<file path="src/rtl/hazard_controller_pkg.sv">
// rtl/hazard_controller_pkg.sv - shared types and hazard helpers for the pipeline sequencer
package hazard_controller_pkg;

  typedef enum logic [1:0] {
    RUN      = 2'd0,
    MEM_WAIT = 2'd1,
    FAULT    = 2'd2
  } ctrl_state_t;

  // x0 is never a real producer, so a load targeting it cannot create a hazard.
  function automatic logic load_use(
    input logic [4:0] rs1,
    input logic [4:0] rs2,
    input logic       uses_rs1,
    input logic       uses_rs2,
    input logic [4:0] rd_ex,
    input logic       read_mem_ex
  );
    return read_mem_ex && (rd_ex != 5'd0) &&
           ((uses_rs1 && (rs1 == rd_ex)) || (uses_rs2 && (rs2 == rd_ex)));
  endfunction

endpackage

</file>
<file path="src/rtl/hazard_controller_sat_counter.sv">
// rtl/hazard_controller_sat_counter.sv - saturating event counter, sticks at all-ones
module hazard_controller_sat_counter #(
  parameter int W = 32
) (
  input  logic         clk,
  input  logic         rst_n,
  input  logic         inc,
  output logic [W-1:0] count
);

  logic [W-1:0] count_q;
  logic [W-1:0] count_d;

  always_comb begin
    count_d = count_q;
    if (inc && (count_q != {W{1'b1}})) begin
      count_d = count_q + W'(1);
    end
  end

  always_ff @(posedge clk or negedge rst_n) begin
    if (!rst_n) begin
      count_q <= '0;
    end else begin
      count_q <= count_d;
    end
  end

  assign count = count_q;

endmodule

</file>
<file path="src/rtl/hazard_controller.sv">
// rtl/hazard_controller.sv - pipeline stall/flush sequencer with memory-wait timeout fault
module hazard_controller
  import hazard_controller_pkg::*;
#(
  parameter int WAIT_TIMEOUT = 16,
  parameter int COUNT_WIDTH  = 32
) (
  input  logic                   clk,
  input  logic                   reset,
  input  logic [4:0]             rs1Address_ID,
  input  logic [4:0]             rs2Address_ID,
  input  logic                   usesRs1_ID,
  input  logic                   usesRs2_ID,
  input  logic [4:0]             rdAddress_EX,
  input  logic                   readMemory_EX,
  input  logic                   branchTaken_MEM,
  input  logic                   memRequest_MEM,
  input  logic                   memReady,
  output logic                   pcWrite,
  output logic                   ifidWrite,
  output logic                   ifidClear,
  output logic                   idexWrite,
  output logic                   idexClear,
  output logic                   exmemHold,
  output logic                   exmemClear,
  output logic                   memwbClear,
  output logic                   fault,
  output logic [COUNT_WIDTH-1:0] stallCount,
  output logic [COUNT_WIDTH-1:0] flushCount
);

  localparam int WW = (WAIT_TIMEOUT < 1) ? 1 : $clog2(WAIT_TIMEOUT + 1);
  localparam logic [WW-1:0] WC_ONE   = WW'(1);
  localparam logic [WW-1:0] WC_LIMIT = WW'(WAIT_TIMEOUT);

  ctrl_state_t   state_q, state_d;
  logic [WW-1:0] wait_count_q, wait_count_d;
  logic          load_use_w;
  logic          hold_now;
  logic          stall_inc;
  logic          flush_inc;

  always_comb begin
    load_use_w = load_use(rs1Address_ID, rs2Address_ID, usesRs1_ID, usesRs2_ID,
                          rdAddress_EX, readMemory_EX);

    case (state_q)
      RUN:      hold_now = memRequest_MEM & ~memReady;
      MEM_WAIT: hold_now = ~memReady;
      default:  hold_now = 1'b1;
    endcase

    pcWrite    = 1'b1;
    ifidWrite  = 1'b1;
    idexWrite  = 1'b1;
    exmemHold  = 1'b0;
    ifidClear  = 1'b0;
    idexClear  = 1'b0;
    exmemClear = 1'b0;
    memwbClear = 1'b0;
    fault      = 1'b0;
    flush_inc  = 1'b0;

    // The memory wait outranks a branch: the branch is still sitting in MEM and is honoured on release.
    if (!reset) begin
      pcWrite   = 1'b0;
      ifidWrite = 1'b0;
      idexWrite = 1'b0;
      exmemHold = 1'b1;
    end else if (hold_now) begin
      pcWrite    = 1'b0;
      ifidWrite  = 1'b0;
      idexWrite  = 1'b0;
      exmemHold  = 1'b1;
      memwbClear = 1'b1;
      fault      = (state_q == FAULT);
    end else if (branchTaken_MEM) begin
      ifidClear  = 1'b1;
      idexClear  = 1'b1;
      exmemClear = 1'b1;
      flush_inc  = 1'b1;
    end else if (load_use_w) begin
      pcWrite   = 1'b0;
      ifidWrite = 1'b0;
      idexClear = 1'b1;
    end

    stall_inc = reset & (state_q != FAULT) & ~pcWrite;

    state_d      = state_q;
    wait_count_d = wait_count_q;
    case (state_q)
      RUN: begin
        if (hold_now) begin
          state_d      = MEM_WAIT;
          wait_count_d = WC_ONE;
        end
      end
      MEM_WAIT: begin
        if (memReady) begin
          state_d      = RUN;
          wait_count_d = '0;
        end else begin
          if (wait_count_q != {WW{1'b1}}) begin
            wait_count_d = wait_count_q + WC_ONE;
          end
          if ((WAIT_TIMEOUT != 0) && (wait_count_q == WC_LIMIT)) begin
            state_d = FAULT;
          end
        end
      end
      default: state_d = FAULT;
    endcase
  end

  always_ff @(posedge clk or negedge reset) begin
    if (!reset) begin
      state_q      <= RUN;
      wait_count_q <= '0;
    end else begin
      state_q      <= state_d;
      wait_count_q <= wait_count_d;
    end
  end

  hazard_controller_sat_counter #(.W(COUNT_WIDTH)) u_stall_cnt (
    .clk   (clk),
    .rst_n (reset),
    .inc   (stall_inc),
    .count (stallCount)
  );

  hazard_controller_sat_counter #(.W(COUNT_WIDTH)) u_flush_cnt (
    .clk   (clk),
    .rst_n (reset),
    .inc   (flush_inc),
    .count (flushCount)
  );

endmodule

</file>
<file path="config.mk">
export PLATFORM = sky130hd
export DESIGN_NAME = hazard_controller
export DESIGN_NICKNAME = d
export VERILOG_FILES = /design/src/rtl/hazard_controller_pkg.sv /design/src/rtl/hazard_controller_sat_counter.sv /design/src/rtl/hazard_controller.sv
export SDC_FILE = /design/constraint.sdc
export NUM_CORES = 1
export LEC_CHECK = 0
export BUFFER_PORTS_ARGS = -buffer_cell sky130_fd_sc_hd__buf_4
export CAP_MARGIN = 20
export CORE_MARGIN = 8
export CORE_UTILIZATION = 40
export CTS_BUF_LIST = sky130_fd_sc_hd__clkbuf_16
export DETAILED_ROUTE_END_ITERATION = 10
export PLACE_DENSITY = 0.68
export REMOVE_ABC_BUFFERS = 1
export SLEW_MARGIN = 20
export SYNTH_ARGS = -nofsm -noshare
export SYNTH_HDL_FRONTEND = slang
export SYNTH_SLANG_ARGS = --single-unit
</file>
<file path="constraint.sdc">
create_clock -name clk -period 3.7 [get_ports clk]
set_input_delay 0.37 -clock clk [delete_from_list [all_inputs] [get_ports clk]]
set_output_delay 0.37 -clock clk [all_outputs]
set_load 0.02 [all_outputs]
</file>
; ---- Yosys cells after proc, flatten, opt, wreduce, memory -nomap -nowiden
; Index checks and enable logic that the tools add are counted.
[totals]
regBits = 71
output_inout_bits = 73
in_bits = 23
wordCells = 63
[classes]
n_mux = 27
n_reduce_logical = 12
bitwise = 5
eq_ne = 12
n_addsub = 3
[ops]
columns = op, n
row1 = adder 32 x 1 -> 32 bit (second input constant), 2
row2 = inequality test 32 bit (second input constant), 2
row3 = 2-to-1 mux 1 bit, 18
row4 = 2-to-1 mux 5 bit, 3
row5 = == test 5 bit, 2
row6 = one-hot mux 5 bit (2 select lines), 1
row7 = logical AND 1 bit, 6
row8 = 2-to-1 mux 2 bit, 3
row9 = inequality test 3 bit (second input constant), 2
row10 = adder 5 x 1 -> 5 bit (second input constant), 1
row11 = == test 5 bit (second input constant), 1
row12 = inequality test 5 bit (second input constant), 1
row13 = nonzero test 5 bit, 1
row14 = inequality test 2 bit (second input constant), 2
row15 = one-hot mux 2 bit (2 select lines), 1
row16 = bitwise AND 1 bit, 3
row17 = AND reduction 3 bit, 1
row18 = == test 2 x 1 -> 1 bit (second input constant), 1
row19 = == test 2 bit (second input constant), 1
row20 = zero test 2 bit, 1
row21 = inverter 1 bit, 2
row22 = one-hot mux 1 bit (2 select lines), 1
row23 = AND reduction 2 bit, 1
row24 = nonzero test 2 bit, 1
row25 = logical OR 1 bit, 1

; ---- Logic depth before layout (Yosys ltp)
[logic_depth]
depth_word = 11
depth_mapped = 9
depth_no_buf = 9

; ---- By module
; From an unflattened synthesis, not the netlist that was laid out.
[unflattened]
cells_unflattened = 378
area_unflattened_um2 = 3876.2
[by_module_without_submodules]
columns = module, n_inst, cells_each, area_each_um2
row1 = hazard_controller_sat_counter, 2, 151, 1624.1
row2 = hazard_controller, 1, 76, 628.1

; ---- Worst setup path after synthesis
; Ideal clock, no wire load.
[synth_timing]
path_kind = in2out
startpoint = in rdAddress_EX[1]
endpoint = out pcWrite
arrival_time_ns = 1.750
path_slack_ns = 1.580
cell_stages = 6
cell_sequence = or4_1 o21ai_0 nand2b_1 nor2_1 nor2_1 buf_4
[synth_between]
elab_chain_cells = 8
word_cells_on_any_way = 12
cone_classes = eq/ne: 2 / mux: 4 / reduce/logical: 6
[synth_lines]
columns = item, line
row1 = "start, declared", hazard_controller.sv:14  ; input logic [4:0] rdAddress_EX,
row2 = == test 5 bit, hazard_controller_pkg.sv:20  ; ((uses_rs1 && (rs1 == rd_ex)) || (uses_rs2 && (rs2 == rd_ex)));
row3 = logical AND 1 bit, hazard_controller_pkg.sv:20
row4 = logical OR 1 bit, hazard_controller_pkg.sv:20
row5 = logical AND 1 bit (*), hazard_controller_pkg.sv:19  ; return read_mem_ex && (rd_ex != 5'd0) &&
row6 = 2-to-1 mux 1 bit (*) (4 in a row), n/a
row7 = "end, declared", hazard_controller.sv:19  ; output logic pcWrite,
; Mark *: on every way between the ends. The rest lies on a longest branch, timed or not.

; ---- Worst setup path in the final report
[layout_timing]
startpoint = reg u_stall_cnt.count_q[0] (netlist: u_stall_cnt.count[0])
endpoint = reg u_stall_cnt.count_q[1] (netlist: u_stall_cnt.count[1])
[layout_between]
elab_chain_cells = 2
word_cells_on_any_way = 3
cone_classes = add/sub: 1 / eq/ne: 1 / reduce/logical: 1
[layout_lines]
columns = item, line
row1 = "start, declared", hazard_controller_sat_counter.sv:11  ; logic [W-1:0] count_q;
row2 = "start signal, assigned", hazard_controller_sat_counter.sv:25  ; count_q <= count_d;
row3 = "parallel branches: the longest is 2 deep, another holds adder 32 x 1 -> 32 bit", n/a
; Parallel ways; which one is timed is not known.
; A chain may end at the register's enable or synchronous reset.

==> flow_metrics.env <==
export IMPL_grt_antenna_before_repair=0
export IMPL_setup_viol=0
export IMPL_crit_family="simple AND/OR/NAND/NOR gates"
export IMPL_cp_startpoint="u_stall_cnt.count[0]"
export IMPL_cts_sinks=71
export IMPL_grt_usage_pct=14.38
export IMPL_place_hpwl_mm=6.533
export IMPL_numCtsBuffers=9
export IMPL_criticalPathCategory="reg2reg"
export IMPL_timing_rr_start="u_stall_cnt.count[0]"
export IMPL_required_ns=3.91
export IMPL_arrival_ns=2.64
export IMPL_utilization_pct=52.75
export IMPL_clk_pin_slew_ns=0.06
export IMPL_yosys_area_share_simple_pct=25.65
export IMPL_synth_area_leader_cell="dfrtp_1"
export IMPL_design_area_um2=4782
export IMPL_path_max_fanout=24
export IMPL_final_hold_viol_count=0
export IMPL_grt_setup_unrepaired="no"
export IMPL_clockBufferDepth=2
export IMPL_die_y_um=111.9
export IMPL_nNetsFinal=488
export IMPL_seq_area_frac_synth_pct=48.30
export IMPL_start_kind="register"
export IMPL_cp_cell_sequence="ha_1 -> nand3_1 -> nor4_2 -> nand4_1 -> o211ai_2 -> buf_4 -> mux2_1"
export IMPL_dieArea_um2=12520
export IMPL_fin_setup_tns_ns=0
export IMPL_num_io_pins=96
export IMPL_ys_seq_elements=71
export IMPL_drc=0
export IMPL_synth_flop_cell="dfrtp_1"
export IMPL_dp_cells=560
export IMPL_synthTopCellsByCount="dfrtp_1, nor2_1, xor2_1"
export IMPL_gp_congestion=0.8187
export IMPL_synth_fa_ha_area_share_pct=1.701
export IMPL_cts_root_buf="clkbuf_16"
export IMPL_worst_pin_slew_ns=0.8970
export IMPL_netlist_area_um2=3679
export IMPL_p_leak_nw=2.444
export IMPL_synthMuxAreaShare_pct=0.6122
export IMPL_drtAntennaViolNets=0
export IMPL_max_freq_mhz=411.1
export IMPL_ir_drop_uv=401.2
export IMPL_status="finished clean"
export IMPL_synth_xor_area_share_pct=16.90
export IMPL_synth_compound_area_share_pct=3.231
export IMPL_coreArea_um2=9065
export IMPL_maxCapViolCount=0
export IMPL_reg2reg_depth=7
export IMPL_skew_ns=0.006468
export IMPL_drt_first_pass_iters=7
export IMPL_postCtsSetupBuffers=0
export IMPL_synth_top_area_share_pct=48.30
export IMPL_htreeDepth=3
export IMPL_num_rows=35
export IMPL_grt_pass1_wl_mm=14.72
export IMPL_grt_max_degree=73
export IMPL_first_iter_violations=110
export IMPL_port_buffers=95
export IMPL_avgSynthCellArea_um2=10.16
export IMPL_power_total_w=0.002194
export IMPL_post_cts_resize_count=0
export IMPL_insertion_delay_ns=0.33
export IMPL_diodes=0
export IMPL_place_area_um2=4462
export IMPL_p_per_area_nw_per_um2=458.8
export IMPL_postSynthCellCount=362
export IMPL_vias_per_cell=5.128
export IMPL_area_delta_synth_final_pct=30.00
export IMPL_critPathSlowestCell="dfrtp_1"
export IMPL_r2r_slack_ns=1.27
export IMPL_endpoint="u_stall_cnt.count[1]"
export IMPL_vias=2954
export IMPL_synth_area_leaders="dfrtp_1, xor2_1, xnor2_1, nand3_1, nor2_1"
export IMPL_maxSlewViolCount=0
export IMPL_synthMostInstantiatedCell="dfrtp_1"
export IMPL_fin_crit_sh_pct=65.74
export IMPL_crit_cells=7
export IMPL_yosys_warnings=0
export IMPL_initial_core_util_pct=40.58
export IMPL_yosysUniqueCellTypes=40
export IMPL_gr_total_overflow=0
export IMPL_synth_edf_count=0
export IMPL_grt_pass1_vias=3035
export IMPL_worstHoldPathType="in2reg"
export IMPL_path_buf_inv=1
export IMPL_fin_cells=576
export IMPL_wl_per_cell_um=15.24
export IMPL_final_min_clock_period_ns=2.433
export IMPL_timing_rr_end="u_stall_cnt.count[1]"
export IMPL_maxSlewHeadroom_pct=40.20
export IMPL_wl_mm=8.776
export IMPL_cp_end_kind="register"
export IMPL_die_x_um=111.9
export IMPL_cts_tree="yes"
export IMPL_ctsHoldBuffers=0
export IMPL_synth_top_family_by_area="simple AND/OR/NAND/NOR gates"
export IMPL_synthArstFlopShare_pct=100.0
export IMPL_drive_gt1_share_pct=26.02
export IMPL_cp_slowest_stage_delay_ns=0.44
-- final cells by class --
cell class	count	area, µm²
inverter	13	48.80
clock buffer	9	225.2
sequential	71	1777
tap	111	138.9
clock inverter	7	95.09
multi-input combinational	268	1769
fill	833	4283
timing repair buffer	97	728.2
-- layout by cell type (no fill, tap or decap), drive strengths merged, types with 3 or more instances in the layout --
| cell | instances |
|---|---|
| nand2 | 32 |
| clkbuf | 9 |
| nor2 | 36 |
| xnor2 | 35 |
| xor2 | 36 |
| nand3 | 30 |
| nor4 | 5 |
| buf | 97 |
| clkinv | 3 |
| a21oi | 5 |
| nand4 | 20 |
| ha | 5 |
| nor3 | 10 |
| and3 | 20 |
| inv | 15 |
| and4 | 6 |
| dfrtp | 71 |
| o21ai | 7 |
-- report_power, final --
group          internal (W)  switching (W)
clock              0.000592       0.000333
sequential         0.000832      0.0000866
combinational      0.000154       0.000196
-- per-stage QoR --
step | worst slack, ns | hold slack [ns]
floorplan | 1.457 | 0.07441
global placement | 1.367 | 0.4781
global route | 1.049 | 0.2515
CTS | 1.269 | 0.2441
detailed placement | 1.280 | 0.4840
finish | 1.268 | 0.2585
-- routing by layer --
metal / up-vias / part of all wire [%] / GRT usage (%) / routed length, µm
met4: 0 / 0.42 / 3.191 / 37
met3: 4 / 6.2 / 5.736 / 542
met5: - / 0 / 0 / 0
met1: 1453 / 44 / 16.47 / 3827
li1: 1438 / - / - / -
met2: 59 / 50 / 24.64 / 4369
-- flip-flops by register name, indices dropped and copies added, names as in the netlist --
register,flops
state_q,2
u_flush_cnt.count,32
u_stall_cnt.count,32
wait_count_q,5
-- worst min-delay path by stage --
stage / cells past startpoint / endpoint / start
6_report: 2 / state_q[0] / memReady
5_1_grt: 2 / state_q[0] / memReady
4_1_cts: 2 / state_q[0] / memReady
3_5_place_dp: 1 / u_flush_cnt.count[20] / u_flush_cnt.count[20]
3_3_place_gp: 1 / u_stall_cnt.count[26] / u_stall_cnt.count[26]
2_1_floorplan: 0 / state_q[0] / reset
-- logic make-up (layout without fill, tap and decap cells) --
logic type | after synthesis | count (layout)
muxes | 2 | 2
and+or+nand+nor | 171 | 171
adders and majority gates | 5 | 5
AOI/OAI and AO/OA | 19 | 19
xor gates and xnor gates | 71 | 71
buffers and inverters | 23 | 126
DFF | 71 | 71
Power figures use the tool's default switching activity.
